## src/rtl/enigma_pkg.sv

```systemverilog
// Shared types and letter helpers for the Enigma key sequencer.
// A letter is a 5-bit index (A=0 .. Z=25) or a 26-bit one-hot vector.
package enigma_pkg;

    localparam int LETTERS = 26;

    typedef logic [4:0]         letter_t;
    typedef logic [LETTERS-1:0] onehot_t;

    typedef enum logic [2:0] {
        IDLE    = 3'd0,
        STEP    = 3'd1,
        DRIVE   = 3'd2,
        CAPTURE = 3'd3,
        PROG_A  = 3'd4,
        PROG_B  = 3'd5
    } state_t;

    localparam int      DEF_NUM_PAIRS     = 10;
    localparam int      DEF_SETTLE_CYCLES = 4;
    localparam letter_t DEF_NOTCH1        = 5'd16;
    localparam letter_t DEF_NOTCH2        = 5'd4;

    function automatic onehot_t to_onehot(input letter_t idx);
        onehot_t oh;
        for (int i = 0; i < LETTERS; i++) begin
            oh[i] = (idx == letter_t'(i));
        end
        return oh;
    endfunction

    function automatic letter_t to_index(input onehot_t oh);
        letter_t idx;
        idx = '0;
        for (int i = 0; i < LETTERS; i++) begin
            if (oh[i]) begin
                idx = idx | letter_t'(i);
            end
        end
        return idx;
    endfunction

    function automatic logic is_onehot(input onehot_t oh);
        return (oh != '0) && ((oh & (oh - onehot_t'(1))) == '0);
    endfunction

    function automatic letter_t wrap_inc(input letter_t x);
        return (x == 5'd25) ? 5'd0 : x + 5'd1;
    endfunction

    function automatic letter_t mod26(input letter_t x);
        return (x > 5'd25) ? x - 5'd26 : x;
    endfunction

endpackage

```

## src/rtl/enigma_key_sequencer_plug_table.sv

```systemverilog
// Plugboard pair storage with combinational swap lookups for the forward
// key and the return path, plus an occupancy check for incoming keys.
module plug_table
    import enigma_pkg::*;
#(
    parameter int NUM_PAIRS = DEF_NUM_PAIRS
) (
    input  logic       clk,
    input  logic       rst,
    input  logic       clear,
    input  logic       wr_en,
    input  logic [4:0] wr_a,
    input  logic [4:0] wr_b,
    input  logic [4:0] fwd_in,
    output logic [4:0] fwd_out,
    input  logic [4:0] ret_in,
    output logic [4:0] ret_out,
    input  logic [4:0] chk_in,
    output logic       chk_plugged,
    output logic [3:0] pair_count,
    output logic       full
);

    logic [4:0] tab_a [NUM_PAIRS];
    logic [4:0] tab_b [NUM_PAIRS];
    logic [3:0] count;

    assign pair_count = count;
    assign full       = (count == 4'(NUM_PAIRS));

    always_ff @(posedge clk or posedge rst) begin
        if (rst) begin
            count <= '0;
            for (int i = 0; i < NUM_PAIRS; i++) begin
                tab_a[i] <= '0;
                tab_b[i] <= '0;
            end
        end else if (clear) begin
            count <= '0;
        end else if (wr_en && !full) begin
            for (int i = 0; i < NUM_PAIRS; i++) begin
                if (count == 4'(i)) begin
                    tab_a[i] <= wr_a;
                    tab_b[i] <= wr_b;
                end
            end
            count <= count + 4'd1;
        end
    end

    // Only the first pair_count entries are live; stale entries are ignored.
    always_comb begin
        fwd_out     = fwd_in;
        ret_out     = ret_in;
        chk_plugged = 1'b0;
        for (int i = 0; i < NUM_PAIRS; i++) begin
            if (4'(i) < count) begin
                if (tab_a[i] == fwd_in) fwd_out = tab_b[i];
                else if (tab_b[i] == fwd_in) fwd_out = tab_a[i];
                if (tab_a[i] == ret_in) ret_out = tab_b[i];
                else if (tab_b[i] == ret_in) ret_out = tab_a[i];
                if ((tab_a[i] == chk_in) || (tab_b[i] == chk_in)) chk_plugged = 1'b1;
            end
        end
    end

endmodule

```

## src/rtl/enigma_key_sequencer.sv

```systemverilog
// Per-keypress Enigma controller: rotor stepping, plugboard in/out,
// rotor/reflector settle window and plugboard pair programming.
//   state   | meaning
//   IDLE    | wait for key, pos_load or prog_mode
//   STEP    | advance rotors (notch / double-step)
//   DRIVE   | hold rero_in for SETTLE_CYCLES
//   CAPTURE | sample rero_out, register cipher letter
//   PROG_A  | wait for first letter of a pair
//   PROG_B  | wait for second letter of a pair
module enigma_key_sequencer
    import enigma_pkg::*;
#(
    parameter int         NUM_PAIRS     = DEF_NUM_PAIRS,
    parameter int         SETTLE_CYCLES = DEF_SETTLE_CYCLES,
    parameter logic [4:0] NOTCH1        = DEF_NOTCH1,
    parameter logic [4:0] NOTCH2        = DEF_NOTCH2
) (
    input  logic        CLOCK_50,
    input  logic        reset,
    input  logic        key_valid,
    input  logic [25:0] key_onehot,
    input  logic        prog_mode,
    input  logic        pos_load,
    input  logic [14:0] pos_init,
    output logic [25:0] rero_in,
    input  logic [25:0] rero_out,
    output logic [4:0]  state1,
    output logic [4:0]  state2,
    output logic [4:0]  state3,
    output logic [25:0] cipher_out,
    output logic        cipher_valid,
    output logic        busy,
    output logic [3:0]  pair_count,
    output logic        err
);

    localparam int CNT_W = (SETTLE_CYCLES > 1) ? $clog2(SETTLE_CYCLES) : 1;

    state_t     state, state_nxt;
    letter_t    key_idx;
    logic [CNT_W-1:0] settle_cnt;

    logic    key_ok, ret_ok, plugged, full;
    letter_t key_in_idx, ret_idx, plug_fwd, plug_ret;

    logic latch_key, clear_tab, wr_pair, err_nxt, load_pos, do_step, capture;

    assign key_ok     = is_onehot(key_onehot);
    assign key_in_idx = to_index(key_onehot);
    assign ret_ok     = is_onehot(rero_out);
    assign ret_idx    = to_index(rero_out);

    plug_table #(.NUM_PAIRS(NUM_PAIRS)) u_plug (
        .clk         (CLOCK_50),
        .rst         (reset),
        .clear       (clear_tab),
        .wr_en       (wr_pair),
        .wr_a        (key_idx),
        .wr_b        (key_in_idx),
        .fwd_in      (key_idx),
        .fwd_out     (plug_fwd),
        .ret_in      (ret_idx),
        .ret_out     (plug_ret),
        .chk_in      (key_in_idx),
        .chk_plugged (plugged),
        .pair_count  (pair_count),
        .full        (full)
    );

    always_ff @(posedge CLOCK_50 or posedge reset) begin
        if (reset) state <= IDLE;
        else       state <= state_nxt;
    end

    always_comb begin
        state_nxt = state;
        case (state)
            IDLE: begin
                if (prog_mode)                 state_nxt = PROG_A;
                else if (pos_load)             state_nxt = IDLE;
                else if (key_valid && key_ok)  state_nxt = STEP;
            end
            STEP:    state_nxt = DRIVE;
            DRIVE:   if (settle_cnt == '0) state_nxt = CAPTURE;
            CAPTURE: state_nxt = IDLE;
            PROG_A: begin
                if (!prog_mode) state_nxt = IDLE;
                else if (key_valid && key_ok && !plugged && !full) state_nxt = PROG_B;
            end
            PROG_B: begin
                if (!prog_mode)     state_nxt = IDLE;
                else if (key_valid) state_nxt = PROG_A;
            end
            default: state_nxt = IDLE;
        endcase
    end

    always_comb begin
        busy      = 1'b0;
        rero_in   = '0;
        latch_key = 1'b0;
        clear_tab = 1'b0;
        wr_pair   = 1'b0;
        err_nxt   = 1'b0;
        load_pos  = 1'b0;
        do_step   = 1'b0;
        capture   = 1'b0;
        case (state)
            IDLE: begin
                clear_tab = prog_mode;
                load_pos  = !prog_mode && pos_load;
                latch_key = !prog_mode && !pos_load && key_valid && key_ok;
                err_nxt   = key_valid && (prog_mode || pos_load || !key_ok);
            end
            STEP: begin
                busy    = 1'b1;
                do_step = 1'b1;
                err_nxt = key_valid;
            end
            DRIVE: begin
                busy    = 1'b1;
                rero_in = to_onehot(plug_fwd);
                err_nxt = key_valid;
            end
            CAPTURE: begin
                busy    = 1'b1;
                rero_in = to_onehot(plug_fwd);
                capture = 1'b1;
                err_nxt = key_valid || !ret_ok;
            end
            PROG_A: begin
                if (key_valid) begin
                    if (prog_mode && key_ok && !plugged && !full) latch_key = 1'b1;
                    else                                          err_nxt   = 1'b1;
                end
            end
            PROG_B: begin
                if (key_valid) begin
                    if (prog_mode && key_ok && !plugged && (key_in_idx != key_idx)) wr_pair = 1'b1;
                    else                                                              err_nxt = 1'b1;
                end
            end
            default: ;
        endcase
    end

    always_ff @(posedge CLOCK_50 or posedge reset) begin
        if (reset) begin
            key_idx      <= '0;
            settle_cnt   <= '0;
            state1       <= '0;
            state2       <= '0;
            state3       <= '0;
            cipher_out   <= '0;
            cipher_valid <= 1'b0;
            err          <= 1'b0;
        end else begin
            err          <= err_nxt;
            cipher_valid <= capture;
            if (latch_key) key_idx <= key_in_idx;
            if (load_pos) begin
                state1 <= mod26(pos_init[4:0]);
                state2 <= mod26(pos_init[9:5]);
                state3 <= mod26(pos_init[14:10]);
            end
            // Notch tests use pre-step positions; rotor 2 at its notch double-steps.
            if (do_step) begin
                state1 <= wrap_inc(state1);
                if (state2 == NOTCH2) begin
                    state2 <= wrap_inc(state2);
                    state3 <= wrap_inc(state3);
                end else if (state1 == NOTCH1) begin
                    state2 <= wrap_inc(state2);
                end
                settle_cnt <= CNT_W'(SETTLE_CYCLES - 1);
            end else if ((state == DRIVE) && (settle_cnt != '0)) begin
                settle_cnt <= settle_cnt - CNT_W'(1);
            end
            if (capture) cipher_out <= ret_ok ? to_onehot(plug_ret) : '0;
        end
    end

endmodule

```

## config.mk

```make
export PLATFORM = sky130hd
export DESIGN_NAME = enigma_key_sequencer
export DESIGN_NICKNAME = d
export VERILOG_FILES = /design/src/rtl/enigma_pkg.sv /design/src/rtl/enigma_key_sequencer_plug_table.sv /design/src/rtl/enigma_key_sequencer.sv
export SDC_FILE = /design/constraint.sdc
export NUM_CORES = 1
export LEC_CHECK = 0
export BUFFER_PORTS_ARGS = -buffer_cell sky130_fd_sc_hd__buf_2
export CELL_PAD_IN_SITES_DETAIL_PLACEMENT = 2
export CELL_PAD_IN_SITES_GLOBAL_PLACEMENT = 2
export CORE_MARGIN = 5
export CORE_UTILIZATION = 37
export DETAILED_ROUTE_END_ITERATION = 6
export GPL_ROUTABILITY_DRIVEN = 0
export PLACE_DENSITY = 0.82
export SYNTH_ARGS = -nofsm -noshare
export SYNTH_HDL_FRONTEND = slang
export SYNTH_HIERARCHICAL = 1
export SYNTH_SLANG_ARGS = --single-unit
```

## constraint.sdc

```tcl
create_clock -name CLOCK_50 -period 4.7 [get_ports CLOCK_50]
set_input_delay 0.94 -clock CLOCK_50 [delete_from_list [all_inputs] [get_ports CLOCK_50]]
set_output_delay 0.94 -clock CLOCK_50 [all_outputs]
set_load 0.01 [all_outputs]
```

==> results.md, run 1 <==
* IO buf count at 145
* Core Rows at 73
* Synth Cell Area at 15040 um^2
* Dpl hpwl at 58670 um
* Die Ht at 211.6 um
* Top FF cell, synth: dfrtp_1
* Worst EP kind: top-level output
* Die Width at 211.6 um
* Simple-gate share of the synthesized area at 20.24%
* GR Overflow Total at 3
* Outcome: aborted with a tool error
* Synth Area in Compound Gates at 18.88%
* Post-synth EDFFs at 0
* Share of synthesized registers carrying an async set or reset at 100.0%
* Worst endpoint after global-route timing repair: rero_in[25]
* #FFs+latches synth at 157
* GR Util All Layers at 65.07%
* Initial antenna violation count at 10
* Clock Tree Root: clkbuf_16
* Number of H-tree levels at 4
* Multiplexer share of the synthesized area at 8.496%
* Register area share after synthesis at 26.13%
* Yosys Warn Count at 6
* XOR/XNOR share of the synthesized area at 18.00%
* Failed at: global routing (5_1_grt)
* Largest family of logic cells by synthesized area: simple AND/OR/NAND/NOR gates
* Largest net degree at the start of global routing at 75
* Syn Nets at 1940
* Sink Count at 157
* Placed inst area at 18410 um^2
* Top-level I/O count at 146
* Synth Area in Adders at 1.764%
* Avg Synthesized Cell Area at 8.128 um^2
* Starting Density at 37.59%
* TritonCTS buffer count at 17
* Placed cells at 2651
* Yosys cell types at 95
* Max Root-Sink Buffers at 2
* Syn Inst Count at 1850
* Error Message: [ERROR GRT-0232] Routing congestion too high. Check the congestion heatmap in the GUI.
[Yosys cell counts, types with 15 or more instances]
cell / count / share of area, %
ha_1: 18 / 1.5
nor4_1: 23 / 0.96
xnor2_1: 167 / 9.7
clkbuf_1: 104 / 2.6
a21oi_1: 75 / 2.5
buf_2: 21 / 0.70
nor3_1: 78 / 2.6
mux2_2: 105 / 7.9
nand3_1: 88 / 2.9
o21ai_0: 71 / 2.4
nand4_1: 15 / 0.62
nand2_1: 160 / 4.0
inv_1: 53 / 1.3
o22ai_1: 45 / 1.9
a22oi_1: 29 / 1.4
nand2b_1: 17 / 0.71
nor2_1: 122 / 3.0
buf_1: 27 / 0.67
dfrtp_1: 157 / 26
o211ai_1: 17 / 0.85
o31ai_1: 15 / 0.75
xor2_1: 142 / 8.3
[logic make-up after synthesis]
group                    Yosys count
flip-flops                       157
adder cells (fa/ha/maj)           22
buffers and inverters            230
AND/OR/NAND/NOR                  611
XOR/XNOR                         309
multiplexers                     114
AO/OA/AOI/OAI                    407
[through the flow]
| step | TNS, ns | setup WS (ns) |
|---|---|---|
| after floorplan | -5.504 | -0.2140 |
| after global placement | -44.73 | -0.7371 |
| after detailed placement | -98.66 | -1.066 |
| after CTS | -5.661 | -0.1870 |
[routing by layer]
| metal | global-route usage [%] | overflow |
|---|---|---|
| met1 | 65.49 | 0 |
| met3 | 42.89 | 0 |
| met4 | 65.24 | 0 |
| met2 | 86.72 | 3 |
| met5 | 9.052 | 0 |
[repair_timing]
item / in CTS
setup buffers: 52
pin swaps: 46
hold buffers: 0
resized for setup: 258
setup endpoints to repair: 152
gates cloned: 7
==> inputs of run 2 (changes only) <==
--- a/config.mk
+++ b/config.mk
@@ -6,13 +6,11 @@
 export NUM_CORES = 1
 export LEC_CHECK = 0
 export BUFFER_PORTS_ARGS = -buffer_cell sky130_fd_sc_hd__buf_2
-export CELL_PAD_IN_SITES_DETAIL_PLACEMENT = 2
-export CELL_PAD_IN_SITES_GLOBAL_PLACEMENT = 2
 export CORE_MARGIN = 5
-export CORE_UTILIZATION = 37
+export CORE_UTILIZATION = 28
 export DETAILED_ROUTE_END_ITERATION = 6
 export GPL_ROUTABILITY_DRIVEN = 0
-export PLACE_DENSITY = 0.82
+export PLACE_DENSITY_LB_ADDON = 0.15
 export SYNTH_ARGS = -nofsm -noshare
 export SYNTH_HDL_FRONTEND = slang
 export SYNTH_HIERARCHICAL = 1
==> run 2 against run 1 <==
Compared with the run above:
- the flow now finishes, with violations (negative setup slack)
- synthesized cell count stayed put
- synthesized area unchanged
==> results.md, run 2 <==
* Outcome: finished, violations left
* Failing checks: negative setup slack
* Worst Max-Slew Pin Slew at 0.8029 ns
* Slew Limit Headroom at 46.06%
* Met3 WL at 2969 um
* Global-route wire length before repair at 94450 um
* Commonest cells post-synth: xnor2_1, nand2_1, dfrtp_1
* CTS tree: yes
* Setup_tns at -3.567 ns
* Critical path type: input port to flop
* Max Root-Sink Buffers at 2
* Worst EP required at 5.07 ns
* Die Width at 241.7 um
* Count of final setup violators at 70
* Initial antenna violation count at 0
* PwrDens at 153.3 nW/um^2
* Reg-to-reg startpoint: u_plug/pair_count[0]
* Sink Count at 157
* ANT nets after route at 0
* RSZ-0062 raised after global routing: true
* Dpl hpwl at 45970 um
* #FFs+latches synth at 157
* R2R setup slack at 0.69 ns
* Area grow syn2layout at 38.27%
* WL met2 at 28760 um
* Most frequent CP cell: buf_12
* Number of H-tree levels at 4
* Core Rows at 85
* Antenna cells at 0
* Crit path DAT at 5.18 ns
* Maxcap violations at 0
* Clock Tree Root: clkbuf_16
* Largest regs: u_plug/tab_a: 50 flops, u_plug/tab_b: 50 flops, cipher_out: 26 flops
* Top-count cell post-synth: xnor2_1
* DR DRC count at 0
* Buf/Inv on CP at 5
* Starting Density at 28.11%
* Placed inst area at 18760 um^2
* DR iter-0 viols at 1184
* CP max stage cell: or4_4
* Register area share after synthesis at 26.13%
* IO buf count at 145
* Post-synth EDFFs at 0
* Crit. End Element: flop
* Vias at 15550
* Placed cells at 2834
* Ranking of synthesized cells by area: dfrtp_1, xnor2_1, xor2_1
* R2R depth at 17
* DIE AREA at 58440 um^2
* Total power at 3188 uW
* Top FF cell, synth: dfrtp_1
* HP Class: input port to async pin
* Minimum clock period at 4.807 ns
* Syn Inst Count at 1850
* Share of synthesized registers carrying an async set or reset at 100.0%
* Synth area leader: dfrtp_1
* Most common cell after layout, fill and taps aside: buf_4
* M1 wire length at 27970 um
* Largest net degree at the start of global routing at 49
* Critical Path Start Type: input port
* Hold Fails Final Rpt at 0
* Top-level I/O count at 146
* Syn Nets at 1940
* Die Ht at 241.7 um
* GR Util All Layers at 20.42%
* Clock transition at the registers of the reported paths at 0.08 ns
* Yosys Warn Count at 6
* Core ar. at 53500 um^2
* Drt first pass iters at 5
* Cts hold-fix bufs at 0
* Ratio of cells with drive above 1 in the final layout at 37.54%
* Finished Cell Area at 20790 um^2
* GR Overflow Total at 0
* NumNets Final at 2296
* Avg Synthesized Cell Area at 8.128 um^2
* Fillcell total at 5412
* Vias in the first global route at 15540
* Worst-path maximum fanout at 11
* CP top delay family: simple AND/OR/NAND/NOR gates
* Yosys cell types at 95
* Clock latency on the worst-skew pair at 0.50 ns
* TritonCTS buffer count at 17
* Synth Cell Area at 15040 um^2
* Delay of the slowest critical-path stage at 0.43 ns
* Setup Skew at 0.01896 ns
* Worst path cell trace: buf_2, or3_4, or4_4, nand2b_4, buf_12, buf_12, xor2_1, nor3_1, nand3_1, o31ai_1, a2111o_1, a21oi_2, o21ai_2, nand4b_1, nor3b_4, nand2_2, nor2_4, nand2_4, buf_4, nor2_4, buf_12, mux2_2
* Commonest cells after routing, fill and taps aside: buf_4, xnor2_1, nand2_1, dfrtp_1, buf_2
* Top sig layer: met4
* Post-synth top area share at 26.13%
* FF-to-FF End: u_plug/tab_b[44]
* Static leakage at 0.008974 uW
* VDD IR max at 0.3016 mV
* Fin. max-slew vios at 0
* Filler-free cell count of the finished design at 2915
* Via/cell ratio at 5.334
* Final WS setup at -0.1070 ns
* Final worst-path cycle share at 102.3%
* Wire per inst at 21.01 um
* DRT Wirelength at 61250 um
* Max Fclk at 208.0 MHz
[run 2: metrics by stage]
step | hold slack, ns | util, % | setup slack, ns
global placement | 0.4494 | 35.07 | -0.7260
CTS | 0.4266 | 37.86 | -0.03001
global route | 0.4705 | 38.87 | -0.1944
finish | 0.4555 | 38.87 | -0.1070
floorplan | 0.5070 | - | -0.2140
detailed placement | 0.4544 | 35.07 | -0.7423
[run 2: worst reg2reg max path, cell delays in order, from the launching register on]
cell	delay, ns
dfrtp_1	0.38
inv_1	0.13
ha_1	0.20
inv_1	0.09
nor2_1	0.44
buf_4	0.36
o22ai_2	0.17
nor3_2	0.23
o21ai_2	0.15
nand4b_1	0.26
nor3b_4	0.34
nand2_2	0.13
nor2_4	0.13
nand2_4	0.11
buf_4	0.18
nor2_4	0.12
buf_12	0.14
mux2_2	0.34
[run 2: final cells by class]
class	instances	area [um^2]	share of cell area (%)
multi-input cells	1463	11100	53.41
repair buffers	512	4025	19.36
flip-flops and latches	157	3940	18.95
well taps	696	870.8	4.188
clock buffers	17	425.4	2.046
clock inverters	15	216.5	1.041
inverters	55	209.0	1.005
[run 2: how the worst max path moves through the flow]
| stage | from | to | slack (ns) | cells past startpoint |
|---|---|---|---|---|
| detailed placement | key_onehot[18] | u_plug/tab_a[3] | -0.74 | 20 |
| global route | key_idx[1] | rero_in[9] | -0.19 | 16 |
| floorplan | key_onehot[18] | u_plug/tab_a[0] | -0.21 | 18 |
| global placement | key_onehot[18] | u_plug/tab_a[2] | -0.73 | 20 |
| CTS | key_onehot[18] | u_plug/tab_b[44] | -0.03 | 21 |
| finish | key_onehot[18] | u_plug/tab_b[44] | -0.11 | 22 |
[run 2: what timing repair did]
| item | 4_1_cts | 5_1_grt |
|---|---|---|
| resized for setup | 123 | 75 |
| pin swaps | 43 | 27 |
| buffers inserted | 32 | 19 |
| endpoints found under the setup margin | 104 | 131 |
| gates cloned | 0 | 1 |
[run 2: report_power, final]
group / total, uW / internal, uW / switching (uW) / leakage (uW)
registers: 1420 / 1370 / 42.4 / 0.00200
clock network: 1480 / 729 / 752 / 0.000305
logic: 291 / 126 / 165 / 0.00667
[run 2: metal layers]
layer / vias up / track usage, %
met3: 89 / 3.246
met5: - / 0
met1: 7743 / 27.92
met4: 0 / 6.714
met2: 417 / 33.12
li1: 7301 / -
[run 2: cell families (layout without fill, tap and decap cells)]
kind of cell               Yosys count  in the layout  share of synthesized area [%]
adders and majority gates           22             22                          1.764
xor gates and xnor gates           309            309                          18.00
AOI/OAI and AO/OA                  407            407                          18.88
DFF                                157            157                          26.13
and+or+nand+nor                    611            611                          20.24
buffers and inverters              230            599                          6.498
muxes                              114            114                          8.496
No activity file was read; power rests on OpenSTA's default activity.
